File: src/rtl/jogo_sequencia_param.sv
// ---------------------------------------------------------------------------
// jogo_sequencia_param
//
// Sequence-memory game. A sequence of key patterns is loaded into a small
// memory while the game is idle. In round r the player must repeat the first
// r items of the sequence. A play is one rising edge of "any key pressed".
// The game ends in success (all L rounds done), error (wrong key) or timeout
// (no play within TIMEOUT_CICLOS cycles).
//
// Parameters
//   N_CHAVES       width of the key input and of each sequence item
//   MAX_RODADAS    sequence depth and longest allowed game
//   TIMEOUT_CICLOS cycles allowed per play
//
// Ports
//   clock      in   system clock, rising edge
//   reset      in   synchronous, active-low reset
//   iniciar    in   start / restart (accepted only when idle or finished)
//   rodadas    in   requested game length, sampled when iniciar is accepted
//   chaves     in   player keys
//   mem_we     in   sequence memory write enable (idle state only)
//   mem_addr   in   sequence memory write address
//   mem_dado   in   sequence memory write data
//   pronto     out  game over
//   acertou    out  game won
//   errou      out  wrong key played
//   timeout    out  play window expired
//   leds       out  last registered play
//   db_estado  out  FSM state code
//   db_rodada  out  current round, 1-based
//   db_jogada  out  play index within the current round
// ---------------------------------------------------------------------------
module jogo_sequencia_param #(
    parameter int N_CHAVES       = 4,
    parameter int MAX_RODADAS    = 16,
    parameter int TIMEOUT_CICLOS = 5000,
    localparam int A             = $clog2(MAX_RODADAS)
) (
    input  logic                clock,
    input  logic                reset,
    input  logic                iniciar,
    input  logic [A:0]          rodadas,
    input  logic [N_CHAVES-1:0] chaves,
    input  logic                mem_we,
    input  logic [A-1:0]        mem_addr,
    input  logic [N_CHAVES-1:0] mem_dado,
    output logic                pronto,
    output logic                acertou,
    output logic                errou,
    output logic                timeout,
    output logic [N_CHAVES-1:0] leds,
    output logic [3:0]          db_estado,
    output logic [A:0]          db_rodada,
    output logic [A:0]          db_jogada
);

    localparam int            DEPTH   = 1 << A;
    localparam int            TW      = $clog2(TIMEOUT_CICLOS + 1);
    localparam logic [TW-1:0] TMO_MAX = TW'(TIMEOUT_CICLOS - 1);
    localparam logic [A:0]    L_MAX   = (A + 1)'(MAX_RODADAS);
    localparam logic [A:0]    ONE     = (A + 1)'(1);

    typedef enum logic [3:0] {
        INICIAL       = 4'h0,
        PREPARA       = 4'h1,
        INICIA_RODADA = 4'h2,
        ESPERA        = 4'h3,
        REGISTRA      = 4'h4,
        COMPARA       = 4'h5,
        PROX_JOGADA   = 4'h6,
        PROX_RODADA   = 4'h7,
        FIM_ACERTO    = 4'hA,
        FIM_ERRO      = 4'hE,
        FIM_TIMEOUT   = 4'hF
    } estado_t;

    estado_t             state_q, state_d;
    logic [A:0]          r_q, r_d;
    logic [A:0]          j_q, j_d;
    logic [A:0]          l_q, l_d;
    logic [TW-1:0]       tmo_q, tmo_d;
    logic [N_CHAVES-1:0] leds_q, leds_d;
    logic [N_CHAVES-1:0] chaves_prev_q;
    logic [N_CHAVES-1:0] mem_q [DEPTH];

    logic                jogada_det;
    logic [A:0]          l_clamp;
    logic                fim;

    // A play is the first cycle keys are non-zero after an all-zero cycle, so
    // keys still held from an earlier play never register twice.
    assign jogada_det = (chaves != '0) && (chaves_prev_q == '0);

    always_comb begin
        l_clamp = rodadas;
        if (rodadas == '0) begin
            l_clamp = ONE;
        end else if (rodadas > L_MAX) begin
            l_clamp = L_MAX;
        end
    end

    always_comb begin
        state_d = state_q;
        r_d     = r_q;
        j_d     = j_q;
        l_d     = l_q;
        tmo_d   = tmo_q;
        leds_d  = leds_q;
        case (state_q)
            INICIAL, FIM_ACERTO, FIM_ERRO, FIM_TIMEOUT: begin
                if (iniciar) begin
                    l_d     = l_clamp;
                    state_d = PREPARA;
                end
            end
            PREPARA: begin
                r_d     = ONE;
                j_d     = '0;
                tmo_d   = '0;
                leds_d  = '0;
                state_d = INICIA_RODADA;
            end
            INICIA_RODADA: begin
                j_d     = '0;
                tmo_d   = '0;
                state_d = ESPERA;
            end
            ESPERA: begin
                // Counter saturates; a play on the expiry cycle still wins.
                if (tmo_q != TMO_MAX) begin
                    tmo_d = tmo_q + 1'b1;
                end
                if (jogada_det) begin
                    state_d = REGISTRA;
                end else if (tmo_q == TMO_MAX) begin
                    state_d = FIM_TIMEOUT;
                end
            end
            REGISTRA: begin
                leds_d  = chaves;
                state_d = COMPARA;
            end
            COMPARA: begin
                if (leds_q != mem_q[j_q[A-1:0]]) begin
                    state_d = FIM_ERRO;
                end else if (j_q == (r_q - ONE)) begin
                    state_d = PROX_RODADA;
                end else begin
                    state_d = PROX_JOGADA;
                end
            end
            PROX_JOGADA: begin
                if (j_q < r_q) begin
                    j_d = j_q + ONE;
                end
                tmo_d   = '0;
                state_d = ESPERA;
            end
            PROX_RODADA: begin
                if (r_q >= l_q) begin
                    state_d = FIM_ACERTO;
                end else begin
                    r_d     = r_q + ONE;
                    state_d = INICIA_RODADA;
                end
            end
            default: state_d = INICIAL;
        endcase
    end

    always_ff @(posedge clock) begin
        if (!reset) begin
            state_q       <= INICIAL;
            r_q           <= '0;
            j_q           <= '0;
            l_q           <= '0;
            tmo_q         <= '0;
            leds_q        <= '0;
            chaves_prev_q <= '0;
        end else begin
            state_q       <= state_d;
            r_q           <= r_d;
            j_q           <= j_d;
            l_q           <= l_d;
            tmo_q         <= tmo_d;
            leds_q        <= leds_d;
            chaves_prev_q <= chaves;
        end
    end

    // Sequence memory has no reset so a loaded sequence survives a reset.
    always_ff @(posedge clock) begin
        if (state_q == INICIAL && mem_we) begin
            mem_q[mem_addr] <= mem_dado;
        end
    end

    assign fim       = (state_q == FIM_ACERTO) || (state_q == FIM_ERRO) ||
                       (state_q == FIM_TIMEOUT);
    assign pronto    = fim;
    assign acertou   = (state_q == FIM_ACERTO);
    assign errou     = (state_q == FIM_ERRO);
    assign timeout   = (state_q == FIM_TIMEOUT);
    assign leds      = leds_q;
    assign db_estado = state_q;
    assign db_rodada = r_q;
    assign db_jogada = j_q;

endmodule

File: config.mk
export PLATFORM = sky130hd
export DESIGN_NAME = jogo_sequencia_param
export DESIGN_NICKNAME = d
export VERILOG_FILES = /design/src/rtl/jogo_sequencia_param.sv
export SDC_FILE = /design/constraint.sdc
export NUM_CORES = 1
export LEC_CHECK = 0
export BUFFER_PORTS_ARGS = -buffer_cell sky130_fd_sc_hd__buf_2
export CAP_MARGIN = 25
export CORE_MARGIN = 8
export CORE_UTILIZATION = 59
export CTS_CLUSTER_SIZE = 10
export DETAILED_ROUTE_END_ITERATION = 10
export PLACE_DENSITY = 0.91
export SKIP_LAST_GASP = 1
export SYNTH_ARGS = -nofsm -noshare
export SYNTH_HDL_FRONTEND = slang
export SYNTH_SLANG_ARGS = --single-unit
File: constraint.sdc
create_clock -name clock -period 2.9 [get_ports clock]
set_clock_uncertainty 0.15 [all_clocks]
set_input_delay 0.29 -clock clock [delete_from_list [all_inputs] [get_ports clock]]
set_output_delay 0.29 -clock clock [all_outputs]
set_load 0.03 [all_outputs]
Yosys cells after proc, flatten, opt, wreduce, memory -nomap -nowiden. Memories as Yosys holds them, arrays and structs flattened. A register that Yosys moved wholly into a read port is not among the register bits. Index checks and enable logic that the tools add are counted.

Register bits: 40. Memory bits (writable): 64. Word-level logic and storage cells: 75. Memories: 1.

Memories: mem_q (depth 16, width 4, rd ports 1, clocked after memory_dff 1, write ports 1, RTL line 84) `logic [N_CHAVES-1:0] mem_q [DEPTH];`.

$add $sub $neg: 4. Order comparisons: 3. Equal/unequal tests: 19. Mux-type cells: 20. Reduce and logical (&&, ||, !) cells: 21.

Operator list (count): 4-bit two-way mux (7); 4-bit one-hot mux with 7 select lines (1); 13-bit one-hot mux with 2 select lines (1); 5-bit two-way mux (4); 5-bit one-hot mux with 2 select lines (2); 4-bit by 3-bit == test with 1-bit output, second input constant (4); 13-bit by 1-bit adder with 13-bit output, second input constant (1); 13-bit == test, second input constant (1); 13-bit two-way mux (1); 13-bit inequality test, second input constant (1); 4-bit == test, second input constant (3); 5-bit by 1-bit adder with 5-bit output, second input constant (2); 2-bit AND reduction (5); 4-bit by 2-bit == test with 1-bit output, second input constant (2); 4-bit zero test (2); 2-bit inequality test, second input constant (4); 4-bit one-hot mux with 2 select lines (1); 2-bit nonzero test (4); 5-bit == test (1); 5-bit greater-or-equal comparator (1); 5-bit greater-than comparator, second input constant (1); 5-bit zero test (1); 5-bit < comparator (1); 5-bit by 1-bit subtractor with 5-bit output, second input constant (1); other kinds (10) (15).

Logic depth before layout (Yosys ltp). Gate-level depths: netlist (run 1).

Word-level depth: 6. Mapped depth: 9.

Worst setup path before layout (run 1). Ideal clock, no wire load.

Path kind: reg2reg. Start: register r_q[0], in the netlist db_rodada[0]. End: register r_q[4], in the netlist db_rodada[4]. Arrival time: 2.589 ns. Setup slack: 0.089 ns. Cell stages (with the launch flop): 10. Period minus slack after synthesis: 2.811 ns. Cell sequence: dfxtp_1 > inv_1 > ha_1 > nand2b_1 > a21o_1 > a21oi_1 > o21bai_1 > a211o_1 > a2111oi_0 > mux2i_1.

Cells in the longest elaborated chain, start to end: 3. Elaborated cells between the ends (all ways): 6. Classes of those cells: add/sub: 1; order compare: 1; eq/ne: 1; mux: 2; reduce/logical: 1.

Ends and longest elaborated chain: start: declaration (RTL line 78) `logic [A:0] r_q, r_d;`; start signal: assignment (RTL line 183) `r_q <= r_d;`; 5-bit by 1-bit adder with 5-bit output or 5-bit greater-or-equal comparator (tied branches) (RTL line 164, 161); 5-bit two-way mux or 2-bit inequality test (tied branches); 5-bit one-hot mux with 2 select lines or 2-bit AND reduction (tied branches).

Several ways; a longest one is shown, not always the timed one. The select of a mux whose other input is x is not followed. A chain may end at the register's enable or synchronous reset.

Final worst setup path (run 1).
Start: register r_q[0], in the netlist db_rodada[0]. End: register r_q[3], in the netlist db_rodada[3].

The elaborated chain is that of the path after synthesis.

==> results.ini, run 1 <==
[setup_path]
end_kind=register
cp_max_fo=7
critPathLaunchType=register
arrival_ns=2.98
cp.required_ns=3.05
r2r_slack_ns=0.07
path_class=register to register

[layout]
fillers=575
antenna_cells=0
fin_nets=493
syn2layout_area_growth_pct=10.9
drive_gt1_share_pct=14.7
finish.utilization_pct=67.3

[job]
drv_cap=0

[clock_network]
cts_sinks=108
ctsHtreeMaxLevel=3
cts_tree=done
clock_path_buffers=2
cts_setup_buffers=0
clkLatencyLatePin_ns=0.37
numCtsBuffers=9
cts_root_buf=clkbuf_8
path_clk_slew_ns=0.11

[drt]
via_per_inst=6.03
drcViolationCount=0
first_iter_violations=175
avgRoutedWirePerCell_um=18.4
drt_wl_total_um=10400
num_vias=3425
final_antenna_net_count=0
firstDrtPassIters=5

[yosys]
synth-async-reset-ratio_pct=0
synth-seq-cells=108
synth_xor_area_share_pct=3.35
ys_seq_area_share_pct=56.5
muxShareOfSynthArea_pct=11.1
synth-simple-area-share_pct=13.8
synth_edf_count=64
synth_area_mm2=0.00496
syn_avg_cell_area_um2=12.1
synth_nets=446
synthFlopType=edfxtp_1
synth_cell_types=50
synthAdderAreaFrac_pct=3.53
postSynthCellCount=411
synth_compound_area_share_pct=8.78
synth_top_family_by_area=simple AND/OR/NAND/NOR gates
ys_warn_count=0

[timing]
slew_violations=0
period_share_pct=97.5
fin_setup_tns_ns=0
fmax_mhz=354
period_minus_slack_ns=2.83
setup_viol=0
worst-slew-pin-transition_ns=0.694
finalHoldViolCount=0
grt_setup_unrepaired=true
slew-limit-headroom_pct=53.3
timing.hold.ws_ns=0.0591

[floorplanning]
core_mm2=0.00818
start_util_pct=60.7
ios=43
row_count=33
fp.dieArea_mm2=0.0116
die_w_um=108
die_h_um=108

[global_route]
grt_pass1_vias=3475
antenna_found_initial=0
grt_max_degree=21
track_usage_pct=18.5
grt-ovfl-total=0
grt_first_pass_wirelength_um=17000

[placement]
port_buffers=42
gp_congestion=0.817
hpwl_um=7600

[min_path]
hp-class=input port to register

[power]
ir_drop_v=0.000370
power_density_mw_per_mm2=562
p_leak_nw=1.92

[outcome]
status=completed

[cell families (layout without fill, tap and decap cells)]
logic type                 Yosys count  in the layout
AOI/OAI and AO/OA                   66             66
adders and majority gates           14             14
xor gates and xnor gates            19             19
DFF                                108            108
and+or+nand+nor                    137            137
muxes                               32             32
buffers and inverters               35             87
[per-layer routing]
layer | global-route usage (%) | part of all wire, % | up-vias
li1 | - | - | 1637
met1 | 21.0 | 39 | 1634
met2 | 33.5 | 53 | 134
met3 | 3.83 | 6.2 | 20
met4 | 6.54 | 2.0 | 0
met5 | 0 | 0 | -
[synthesized netlist by cell type (all sizes together), types with 5 or more instances]
cell type | number | share of area (%)
edfxtp | 64 | 39
dfxtp | 44 | 18
nor2 | 43 | 3.3
a21oi | 24 | 2.5
inv | 21 | 1.6
nand2 | 18 | 1.4
mux2i | 17 | 3.4
nor3 | 16 | 1.6
mux4 | 15 | 7.6
nand3 | 15 | 1.5
ha | 14 | 3.5
xnor2 | 12 | 2.1
o21ai | 9 | 0.91
clkbuf | 8 | 0.61
nand2b | 7 | 0.88
xor2 | 7 | 1.2
buf | 6 | 0.81
nor4 | 6 | 0.76
nand4 | 5 | 0.63
nor2b | 5 | 0.63
o21a | 5 | 0.76
[worst paths after layout]
| check | endpoint | startpoint | cells after the start |
|---|---|---|---|
| hold / removal | l_q[4]$_SDFFE_PN0P_ | rodadas[4] | 3 |
| setup reg to reg | db_rodada[3]$_SDFFE_PN0P_ | db_rodada[0]$_SDFFE_PN0P_ | 9 |
| setup / recovery | db_rodada[3]$_SDFFE_PN0P_ | db_rodada[0]$_SDFFE_PN0P_ | 9 |
| hold reg to reg | l_q[1]$_SDFFE_PN0P_ | l_q[1]$_SDFFE_PN0P_ | 2 |
[critical path, cell delays in order (launching register included)]
cell and delay [ns]:
dfxtp_1 0.42, inv_1 0.14, ha_1 0.32, nand2b_1 0.15, a21o_1 0.17, a21oi_1 0.20
o21bai_1 0.09, a211o_1 0.41, a2111oi_2 0.46, mux2i_1 0.24
[state kept, by name (all words and copies together) (netlist names), named ones only]
register       flops
db_rodada          5
db_estado          4
tmo_q             13
db_jogada          5
mem_q             64
chaves_prev_q      4
leds               4
l_q                5
[final cells by class]
cell class	count	area, um^2	share of cell area [%]
Clock inverter	6	57.6	1.05
Clock buffer	10	128	2.32
Multi-Input combinational cell	268	2020	36.8
Sequential cell	108	2800	51.0
Tap cell	105	131	2.39
Timing Repair Buffer	50	280	5.10
Inverter	21	78.8	1.43
[layout by cell type (no fill, tap or decap), drive strengths merged, types with 14 or more instances in the layout]
| cell type | synthesis | routed |
|---|---|---|
| inv | 21 | 27 |
| edfxtp | 64 | 64 |
| mux2i | 17 | 17 |
| nor2 | 43 | 43 |
| mux4 | 15 | 15 |
| dfxtp | 44 | 44 |
| nand2 | 18 | 18 |
| nor3 | 16 | 16 |
| nand3 | 15 | 15 |
| a21oi | 24 | 24 |
| ha | 14 | 14 |
| buf | 6 | 46 |
[power by group]
group          switching [mW]  internal [mW]
Combinational           0.325          0.163
Clock                   0.539          0.338
Sequential             0.0569           1.67
[stage by stage]
step	setup WS [ns]	total power [mW]	std cells	area, um^2
2_1_floorplan	0.0888	2.11	411	4960
3_3_place_gp	0.248	2.21	548	5260
3_5_place_dp	0.0266	2.23	548	5260
4_1_cts	0.0419	3.09	568	5490
5_1_grt	-0.0731	3.21	568	5500
6_report	0.0732	3.09	568	5500
[what timing repair did]
item / 4_1_cts / 5_1_grt
setup endpoints to repair: 1 / 2
hold buffers: 4 / 0
hold endpoints to repair: 4 / 0
gates resized for setup: 1 / 3
Power figures use the tool's default switching activity.
==> run 2, diff against run 1 <==
--- a/config.mk
+++ b/config.mk
@@ -5,13 +5,13 @@
 export SDC_FILE = /design/constraint.sdc
 export NUM_CORES = 1
 export LEC_CHECK = 0
-export BUFFER_PORTS_ARGS = -buffer_cell sky130_fd_sc_hd__buf_2
+export BUFFER_PORTS_ARGS = -buffer_cell sky130_fd_sc_hd__clkbuf_2
 export CAP_MARGIN = 25
 export CORE_MARGIN = 8
 export CORE_UTILIZATION = 59
 export CTS_CLUSTER_SIZE = 10
 export DETAILED_ROUTE_END_ITERATION = 10
-export PLACE_DENSITY = 0.91
+export PLACE_DENSITY = 0.83
 export SKIP_LAST_GASP = 1
 export SYNTH_ARGS = -nofsm -noshare
 export SYNTH_HDL_FRONTEND = slang
==> results.ini, run 2 (synthesis gave the netlist of run 1 again) <==
[setup_path]
critical_path.cell_chain=inv_1, ha_1, nand2b_1, a21o_1, a21oi_1, o21bai_1, a211o_1, a2111oi_1, mux2i_1
critPathLaunchType=register
cpLargestDelayFamily=compound AO/OA/AOI/OAI gates
arrival_ns=2.88
critPathMaxStageDelay_ns=0.47
cp_max_fo=7
path_class=register to register
cp_slowest_cell=a2111oi_1
end_kind=register
cp.required_ns=3.05
worst-path-buf-inv=1

[global_route]
grt-ovfl-total=0
grt_pass1_vias=3245
track_usage_pct=17.5
grt_first_pass_wirelength_um=16100
grt_max_degree=21
antenna_found_initial=0

[drt]
avgRoutedWirePerCell_um=17.7
drcViolationCount=0
num_vias=3308
via_per_inst=5.85
firstDrtPassIters=4
first_iter_violations=161
final_antenna_net_count=0
drt_wl_total_um=9980

[clock_network]
clkLatencyLatePin_ns=0.36
cts_setup_buffers=0
clock_path_buffers=2
cts_root_buf=clkbuf_8
cts_sinks=108
ctsHtreeMaxLevel=3
cts_tree=done
numCtsBuffers=9
path_clk_slew_ns=0.10

[job]
drv_cap=0

[layout]
finish.instance_area_mm2=0.00546
syn2layout_area_growth_pct=10.1
drive_gt1_share_pct=15.0
regMostFlops=mem_q
finish.utilization_pct=66.8
largest_reg_flops=64
fin_nets=490
antenna_cells=0
layout_common_cells=edfxtp_1, dfxtp_1, nor2_1
top_regs=mem_q x64, tmo_q x13
fillers=616
layout_commonest_cell=edfxtp_1

[power]
power_density_mw_per_mm2=561
total_power_mw=3.06
ir_drop_v=0.000376
p_leak_nw=1.90

[timing]
fin_setup_tns_ns=0
period_minus_slack_ns=2.73
period_share_pct=94.3
fmax_mhz=366
setup_viol=0
slew_violations=0
timing.hold.ws_ns=0.0101
grt_setup_unrepaired=false
worst-slew-pin-transition_ns=0.652
finalHoldViolCount=0
slew-limit-headroom_pct=56.2

[min_path]
hp-class=input port to register

[placement]
hpwl_um=7350
gp_congestion=0.794
placed_cell_area_mm2=0.00527
port_buffers=42

[floorplanning]
fp.dieArea_mm2=0.0116
row_count=33
die_h_um=108
die_w_um=108
start_util_pct=60.7
ios=43
core_mm2=0.00818

[outcome]
status=completed

-- run 2: final timing paths --
check | from | end | slack, ns | cells after the start
setup / recovery | db_rodada[0]$_SDFFE_PN0P_ | db_rodada[3]$_SDFFE_PN0P_ | 0.17 | 9
hold / removal | chaves[1] | chaves_prev_q[1]$_SDFF_PN0_ | 0.01 | 2
setup reg to reg | db_rodada[0]$_SDFFE_PN0P_ | db_rodada[3]$_SDFFE_PN0P_ | 0.17 | 9
hold reg to reg | l_q[2]$_SDFFE_PN0P_ | l_q[2]$_SDFFE_PN0P_ | 0.36 | 2
-- run 2: final cells by class --
class | count | area (um^2) | share of cell area [%]
inverters | 21 | 78.8 | 1.44
well taps | 105 | 131 | 2.41
flip-flops and latches | 108 | 2800 | 51.3
clock inverters | 7 | 60.1 | 1.10
clock buffers | 9 | 124 | 2.27
repair buffers | 47 | 248 | 4.54
multi-input cells | 268 | 2020 | 36.9
-- run 2: per-layer routing --
layer / GRT usage, % / wire length (um)
met3: 3.71 / 467
met2: 32.0 / 5260
met1: 20.5 / 4190
met4: 3.87 / 68
met5: 0 / 0
-- run 2: worst register-to-register path, stage by stage, from the launching register on --
cell and delay [ns]:
dfxtp_1 0.43, inv_1 0.13, ha_1 0.30, nand2b_1 0.14, a21o_1 0.17, a21oi_1 0.19, o21bai_1 0.09, a211o_1 0.40
a2111oi_1 0.47, mux2i_1 0.22
-- run 2: power breakdown --
group / leakage (nW) / switching [mW] / internal, mW / total, mW
clock: 0.0969 / 0.527 / 0.331 / 0.858
combinational: 0.869 / 0.314 / 0.158 / 0.472
sequential: 0.934 / 0.0611 / 1.67 / 1.73
total: 1.90 / 0.901 / 2.16 / 3.06
-- run 2: stage by stage --
step,cells,worst slack [ns]
final,565,0.167
after global routing,565,0.0102
after CTS,565,0.111
after detailed placement,549,0.132
after global placement,549,0.236
after floorplan,411,0.0888
-- run 2: repair_timing --
action / 4_1_cts / 5_1_grt
hold endpoints to repair: 0 / 0
hold buffers: 0 / 0
setup endpoints to repair: 0 / 2
gates resized for setup: 0 / 3
